`config.mk`:
```
export PLATFORM = sky130hd
export DESIGN_NAME = config_ctrl
export DESIGN_NICKNAME = d
export VERILOG_FILES = /design/src/rtl/node_cfg_pkg.sv /design/src/rtl/config_ctrl.sv
export SDC_FILE = /design/constraint.sdc
export NUM_CORES = 1
export LEC_CHECK = 0
export ABC_AREA = 1
export BUFFER_PORTS_ARGS = -buffer_cell sky130_fd_sc_hd__buf_2
export CAP_MARGIN = 10
export CORE_MARGIN = 3
export CORE_UTILIZATION = 43
export DETAILED_ROUTE_END_ITERATION = 16
export PLACE_DENSITY_LB_ADDON = 0.25
export REMOVE_ABC_BUFFERS = 1
export SYNTH_ARGS = -nofsm -noshare
export SYNTH_HDL_FRONTEND = slang
export SYNTH_SLANG_ARGS = --single-unit
```
`constraint.sdc`:
```
create_clock -name clk -period 1.6 [get_ports clk]
set_input_delay 0.32 -clock clk [delete_from_list [all_inputs] [get_ports clk]]
set_output_delay 0.32 -clock clk [all_outputs]
set_load 0.005 [all_outputs]
```
`src/rtl/node_cfg_pkg.sv`:
```
// Shared definitions for the node configuration command path:
// opcodes, header field placement, response tag and controller states.
package node_cfg_pkg;

    localparam logic [1:0] OP_NOP = 2'b00;
    localparam logic [1:0] OP_WR  = 2'b01;
    localparam logic [1:0] OP_RD  = 2'b10;
    localparam logic [1:0] OP_ILL = 2'b11;

    // The opcode sits in the top OP_W bits; the len-1 field starts right below it.
    localparam int OP_W        = 2;
    localparam int LEN_TOP_GAP = OP_W;

    localparam logic [1:0] RSP_TAG = 2'b10;

    typedef enum logic [2:0] {
        IDLE,
        WR,
        RD_ISS,
        RD_WAIT,
        RD_OUT
    } state_e;

endpackage

```
`src/rtl/config_ctrl.sv`:
```
// Command front-end of the node configurator: turns single/burst command flits
// into registered config write/read strobes and returns read data as response flits.
module config_ctrl
    import node_cfg_pkg::*;
#(
    parameter int CDW = 21,
    parameter int CAW = 15,
    parameter int ATW = 3,
    parameter int FLW = 24,
    parameter int LW  = 4
) (
    input  logic           clk,
    input  logic           rst_n,
    input  logic           cmd_valid,
    output logic           cmd_ready,
    input  logic [FLW-1:0] cmd_flit,
    output logic           rsp_valid,
    input  logic           rsp_ready,
    output logic [FLW-1:0] rsp_flit,
    output logic           config_we,
    output logic [CAW-1:0] config_waddr,
    output logic [CDW-1:0] config_wdata,
    output logic           config_re,
    output logic [CAW-1:0] config_raddr,
    input  logic [CDW-1:0] config_rdata,
    output logic           busy,
    output logic           err_op
);

    localparam int LOW_W  = CAW - ATW;
    localparam int LEN_HI = FLW - 1 - LEN_TOP_GAP;
    localparam logic [LOW_W-1:0] LOW_ONE = LOW_W'(1);
    localparam logic [LW-1:0]    CNT_ONE = LW'(1);

    state_e         state_q;
    logic [CAW-1:0] addr_q;
    logic [LW-1:0]  cnt_q;
    logic           we_q;
    logic [CAW-1:0] waddr_q;
    logic [CDW-1:0] wdata_q;
    logic           re_q;
    logic [CAW-1:0] raddr_q;
    logic           rsp_valid_q;
    logic [FLW-1:0] rsp_flit_q;
    logic [FLW-1:0] rsp_flit_d;
    logic           err_q;

    logic [1:0]     hdr_op;
    logic [LW-1:0]  hdr_len;
    logic [CAW-1:0] hdr_addr;
    logic           cmd_fire;

    // Bursts walk only the low address bits so they never leave their region.
    function automatic logic [CAW-1:0] region_inc(input logic [CAW-1:0] a);
        return {a[CAW-1:LOW_W], a[LOW_W-1:0] + LOW_ONE};
    endfunction

    assign hdr_op   = cmd_flit[FLW-1 -: OP_W];
    assign hdr_len  = cmd_flit[LEN_HI -: LW];
    assign hdr_addr = cmd_flit[CAW-1:0];

    assign cmd_ready = (state_q == IDLE) || (state_q == WR);
    assign cmd_fire  = cmd_valid && cmd_ready;
    assign busy      = (state_q != IDLE);

    always_comb begin
        rsp_flit_d               = '0;
        rsp_flit_d[FLW-1 -: 2]   = RSP_TAG;
        rsp_flit_d[CDW-1:0]      = config_rdata;
    end

    always_ff @(posedge clk or negedge rst_n) begin
        if (!rst_n) begin
            state_q     <= IDLE;
            addr_q      <= '0;
            cnt_q       <= '0;
            we_q        <= 1'b0;
            waddr_q     <= '0;
            wdata_q     <= '0;
            re_q        <= 1'b0;
            raddr_q     <= '0;
            rsp_valid_q <= 1'b0;
            rsp_flit_q  <= '0;
            err_q       <= 1'b0;
        end else begin
            we_q  <= 1'b0;
            re_q  <= 1'b0;
            err_q <= 1'b0;
            unique case (state_q)
                IDLE: begin
                    if (cmd_fire) begin
                        unique case (hdr_op)
                            OP_WR: begin
                                addr_q  <= hdr_addr;
                                cnt_q   <= hdr_len;
                                state_q <= WR;
                            end
                            OP_RD: begin
                                addr_q  <= hdr_addr;
                                cnt_q   <= hdr_len;
                                re_q    <= 1'b1;
                                raddr_q <= hdr_addr;
                                state_q <= RD_ISS;
                            end
                            OP_ILL:  err_q <= 1'b1;
                            default: ;
                        endcase
                    end
                end
                WR: begin
                    if (cmd_fire) begin
                        we_q    <= 1'b1;
                        waddr_q <= addr_q;
                        wdata_q <= cmd_flit[CDW-1:0];
                        addr_q  <= region_inc(addr_q);
                        if (cnt_q == '0) begin
                            state_q <= IDLE;
                        end else begin
                            cnt_q <= cnt_q - CNT_ONE;
                        end
                    end
                end
                RD_ISS: state_q <= RD_WAIT;
                RD_WAIT: begin
                    rsp_flit_q  <= rsp_flit_d;
                    rsp_valid_q <= 1'b1;
                    state_q     <= RD_OUT;
                end
                RD_OUT: begin
                    if (rsp_ready) begin
                        rsp_valid_q <= 1'b0;
                        if (cnt_q == '0) begin
                            state_q <= IDLE;
                        end else begin
                            addr_q  <= region_inc(addr_q);
                            cnt_q   <= cnt_q - CNT_ONE;
                            re_q    <= 1'b1;
                            raddr_q <= region_inc(addr_q);
                            state_q <= RD_ISS;
                        end
                    end
                end
                default: state_q <= IDLE;
            endcase
        end
    end

    assign config_we    = we_q;
    assign config_waddr = waddr_q;
    assign config_wdata = wdata_q;
    assign config_re    = re_q;
    assign config_raddr = raddr_q;
    assign rsp_valid    = rsp_valid_q;
    assign rsp_flit     = rsp_flit_q;
    assign err_op       = err_q;

endmodule

```
== After elaboration in Yosys (flattened, before gate mapping) ==
Cells that the tools add are included.

* Register bits: 99
* Output and inout bits: 81
* Word-level logic and storage cells: 83

* Add/subtract/negate cells: 2
* Equal/unequal tests: 15
* Multiplexer cells: 36
* Bitwise logic cells: 2
* Reductions and logical operators: 16

{| class="wikitable"
|+ Operator list
! kind !! count
|-
| 2-to-1 mux 15 bit || 6
|-
| case mux 15 bit (3 select lines) || 1
|-
| 2-to-1 mux 12 bit || 3
|-
| case mux 15 bit (2 select lines) || 1
|-
| 2-to-1 mux 4 bit || 5
|-
| AND reduction 5 bit || 4
|-
| case mux 3 bit (5 select lines) || 1
|-
| adder 12 x 1 -> 12 bit, second input constant || 1
|-
| 2-to-1 mux 3 bit || 4
|-
| case mux 4 bit (3 select lines) || 1
|-
| 2-to-1 mux 1 bit || 10
|-
| != test 2 bit, second input constant || 5
|-
| equality test 3 x 2 -> 1 bit, second input constant || 2
|-
| case mux 3 bit (2 select lines) || 1
|-
| AND reduction 6 bit || 1
|-
| nonzero test 3 bit || 2
|-
| equality test 2 bit, second input constant || 2
|-
| logical NOT 4 bit || 1
|-
| != test 2 x 1 -> 1 bit, second input constant || 2
|-
| case mux 1 bit (2 select lines) || 2
|-
| AND reduction 2 bit || 2
|-
| nonzero test 2 bit || 2
|-
| subtractor 4 x 1 -> 4 bit, second input constant || 1
|-
| equality test 3 x 1 -> 1 bit, second input constant || 1
|-
| 9 further kinds || 10
|}

== Depth between registers and ports, before layout ==
* Depth in word-level cells: 5
* Gate-level depth with buffers: 10
* Mapped depth without buffers: 10

== Worst setup path after synthesis ==
OpenSTA, ideal clock, no wires.

* Path type: reg-to-reg
* From: register state_q[2]
* To: register waddr_q[0], in the netlist config_waddr[0]
* Setup time: 0.130 ns
* Data arrival time: 1.304 ns
* Required time: 1.470 ns
* Path slack: 0.166 ns
* Cell stages (with the launch flop): 10
* Buffers on the path: 3
* Cells stage by stage: dfrtp_1 buf_6 nor2_8 nand2_4 nor2_8 inv_2 buf_6 buf_2 nand2_1 o21ai_1

* Cells in the longest elaborated chain, start to end: 4
* Elaborated cells between the ends (all ways): 5
* Those cells by class: eq/ne (1); reduce/logical (4)

{| class="wikitable"
|+ RTL lines
! item !! line !! RTL
|-
| from (decl) || config_ctrl.sv:35 || <nowiki>state_e state_q;</nowiki>
|-
| from (signal assigned) || config_ctrl.sv:74 || <nowiki>state_q <= IDLE;</nowiki>
|-
| from (signal assigned) || config_ctrl.sv:96 || <nowiki>state_q <= WR;</nowiki>
|-
| from (signal assigned) || config_ctrl.sv:103 || <nowiki>state_q <= RD_ISS;</nowiki>
|-
| equality test 3 x 1 -> 1 bit / logical NOT 3 bit (equally long branches) || config_ctrl.sv:62 || <nowiki>assign cmd_ready = (state_q == IDLE) || (state_q == WR);</nowiki>
|-
| logical OR 1 bit (*) || config_ctrl.sv:62 ||
|-
| net cmd_ready || config_ctrl.sv:15 || <nowiki>output logic cmd_ready,</nowiki>
|-
| logical AND 1 bit (*) || config_ctrl.sv:63 || <nowiki>assign cmd_fire = cmd_valid && cmd_ready;</nowiki>
|-
| AND reduction 2 bit (no source line) (*) || n/a ||
|-
| to (signal assigned) || config_ctrl.sv:113 || <nowiki>waddr_q <= addr_q;</nowiki>
|-
| to (decl) || config_ctrl.sv:39 || <nowiki>logic [CAW-1:0] waddr_q;</nowiki>
|}

The timed path passes the listed nets; every way through them passes the cells marked *.
A chain may end at the register's enable or synchronous reset.

== Worst setup path after layout ==
* From: register state_q[1]
* To: output busy

* Cells in the longest elaborated chain, start to end: 1

{| class="wikitable"
|+ RTL lines
! item !! line !! RTL
|-
| nonzero test 3 bit || config_ctrl.sv:64 || <nowiki>assign busy = (state_q != IDLE);</nowiki>
|-
| to (decl) || config_ctrl.sv:26 || <nowiki>output logic busy,</nowiki>
|}

Every way passes these cells.

==> impl_metrics.py <==
metrics = {
    "clocking": {
        "cts_buffers": 9,
        "htree_levels": 3,
        "clock_path_buffers": 2,
        "tritoncts": "done",
        "cts-root-buf": "clkbuf_8",
        "clk-insertion-delay-late_ns": 0.37,
        "path_clk_slew_ns": 0.09,
        "clock_sinks": 99,
    },
    "grt": {
        "grt_pass1_wl_um": 18900,
        "grt_antenna_before_repair": 0,
        "grt_pass1_vias": 3935,
        "grt_overflow_total": 0,
        "grt_max_degree": 30,
        "gr-usage-all-layers_pct": 18.6,
    },
    "status": {
        "status": "completed",
    },
    "drt": {
        "wl_per_cell_um": 13.7,
        "wl_um": 11200,
        "drcViolationCount": 0,
        "vias_per_cell": 4.89,
        "dr_total_vias": 4017,
        "first_pass_iters": 4,
        "detail-route-antenna-nets": 0,
        "dr.first_iter.drc_count": 285,
    },
    "synthesis": {
        "yosysSeqAreaShare_pct": 52.8,
        "synth_top_cell_area_share_pct": 52.8,
        "ys_warn_count": 0,
        "synth_cells": 530,
        "synth.distinct_cells": 29,
        "syn_avg_cell_area_um2": 8.86,
        "netlist_top_cells_area": "dfrtp_1, nand2_1, mux2_2",
        "ys_seq_elements": 99,
        "syn-cell-area_um2": 4690,
        "yosysTopAreaCell": "dfrtp_1",
    },
    "timing": {
        "fin_skew_ns": 0.0102,
        "hold_violations": 0,
        "rsz0062_at_grt": "true",
        "period_needed_ns": 1.56,
        "slew_violations": 0,
        "fmax_ghz": 0.639,
        "whs_ns": 0.152,
        "fin_crit_sh_pct": 97.8,
        "setup-violations-final": 0,
    },
    "hold_path": {
        "hold_class": "input pin to flip-flop",
        "worstHoldPathCells": 3,
    },
    "setup_path": {
        "rr_worst_depth": 7,
        "crit_required_ns": 1.28,
        "worstSetupPathType": "flip-flop to primary output",
        "slowest_delay_ns": 0.48,
        "startpoint_type": "flip-flop",
        "worstSetupEndpointType": "primary output",
        "crit_path_cell_trace": "nor2_8 -> nand2_4 -> buf_6",
        "cp_max_fo": 7,
        "worstPathArrival_ns": 1.24,
        "slowest_stage": "dfrtp_2",
    },
    "floorplanning": {
        "num_rows": 37,
        "core_um2": 10500,
        "die_w_um": 110,
        "die_y_um": 110,
        "io_pins": 130,
        "start_util_pct": 44.9,
        "die-area_um2": 12200,
    },
    "layout": {
        "mostFrequentLayoutCells": "nand2_1, buf_2, dfrtp_1",
        "utilization_pct": 56.3,
        "drive_gt1_share_pct": 33.3,
        "layout_commonest_cell": "nand2_1",
        "syn2layout_area_growth_pct": 25.6,
        "n_antenna_cell": 0,
        "nNetsFinal": 734,
    },
    "power": {
        "p_leak_nw": 3.15,
        "power_density_nw_per_um2": 1820,
        "ir_drop_mv": 0.784,
    },
    "run": {
        "drv_cap": 0,
    },
    "placed_design": {
        "port_buffers": 127,
        "globalplace.congestion": 0.922,
        "dp_hpwl_um": 8350,
    },
}
[what timing repair did]
action / 4_1_cts / 5_1_grt
buffers inserted: 0 / 6
hold buffers: 1 / 0
pin swaps: 0 / 5
resized for setup: 2 / 17
endpoints found under the hold margin: 21 / 0
setup endpoints to repair: 1 / 29
gates cloned: 0 / 1
[cell families (layout without fill, tap and decap cells)]
logic type / count (synthesis) / after routing / share of synthesized area (%)
AO/OA/AOI/OAI: 66 / 66 / 7.62
XOR/XNOR: 3 / 3 / 0.560
adder cells (fa/ha/maj): 5 / 5 / 1.33
buffers and inverters: 67 / 220 / 7.38
flip-flops: 99 / 99 / 52.8
multiplexers: 21 / 21 / 5.04
other: 1 / 2 / 0.0799
AND/OR/NAND/NOR: 268 / 269 / 25.2
[worst paths after layout]
check	start	endpoint	slack, ns
min in group asynchronous	rst_n	config_raddr[1]$_DFFE_PN0P_	0.41
setup reg to reg	state_q[1]$_DFFE_PN0P_	cnt_q[1]$_DFFE_PN0P_	0.08
hold reg to reg	rsp_flit[23]$_DFFE_PN0P_	rsp_flit[23]$_DFFE_PN0P_	0.47
hold / removal	cmd_flit[15]	config_wdata[15]$_DFFE_PN0P_	0.15
max in group asynchronous	rst_n	cnt_q[1]$_DFFE_PN0P_	0.66
setup / recovery	state_q[1]$_DFFE_PN0P_	busy	0.04
[metrics by stage]
stage          power, mW  setup TNS [ns]  area [µm²]  instances  setup WS [ns]
6_report            10.7               0        5890        821         0.0357
5_1_grt             11.7         -0.0177        5890        821       -0.00964
4_1_cts             10.6               0        5780        814        0.00910
3_5_place_dp        9.11               0        5600        797         0.0126
3_3_place_gp        8.94               0        5600        797         0.0833
2_1_floorplan       6.98           -1.12        4530        511         -0.147
[layer usage]
layer	GRT usage [%]	part of all wire (%)
met5	0	0
met4	5.01	1.3
met3	6.08	8.1
met2	30.3	46
met1	24.0	44
[final cells by class]
cell class                      count  area, µm²
Clock buffer                       10        128
Inverter                           47        181
Sequential cell                    99       2480
Timing Repair Buffer              157        972
Multi-Input combinational cell    366       1920
Tap cell                          136        170
Clock inverter                      6       40.0
Fill cell                         980       4570
[worst max-delay path: cells and delay by family (launching register included)]
kind,cells,cell delay [ns]
simple gates,2,0.28
buf+inv,1,0.12
flops,1,0.48
[state kept, by name (all words and copies together), names as in the netlist]
| name | count |
|---|---|
| state_q | 3 |
| config_wdata | 21 |
| addr_q | 15 |
| rsp_flit | 22 |
| config_we | 1 |
| cnt_q | 4 |
| config_raddr | 15 |
| rsp_valid | 1 |
| err_op | 1 |
| config_re | 1 |
| config_waddr | 15 |
[synthesized netlist by cell type, drive strengths merged]
cell type	count
xor2	3
a31oi	1
buf	19
clkbuf	1
conb	1
nor2	37
o21ai	56
a211oi	1
nand4	5
nand3	32
mux2	21
nand2	193
dfrtp	99
inv	47
ha	5
nor3	1
o211ai	8
[where the power goes]
part,total (mW),leakage (nW),internal (mW),switching (mW)
Combinational,4.88,1.84,2.26,2.62
Clock,1.45,0.0864,0.567,0.886
Sequential,4.40,1.22,3.67,0.734
Power figures use the tool's default switching activity.
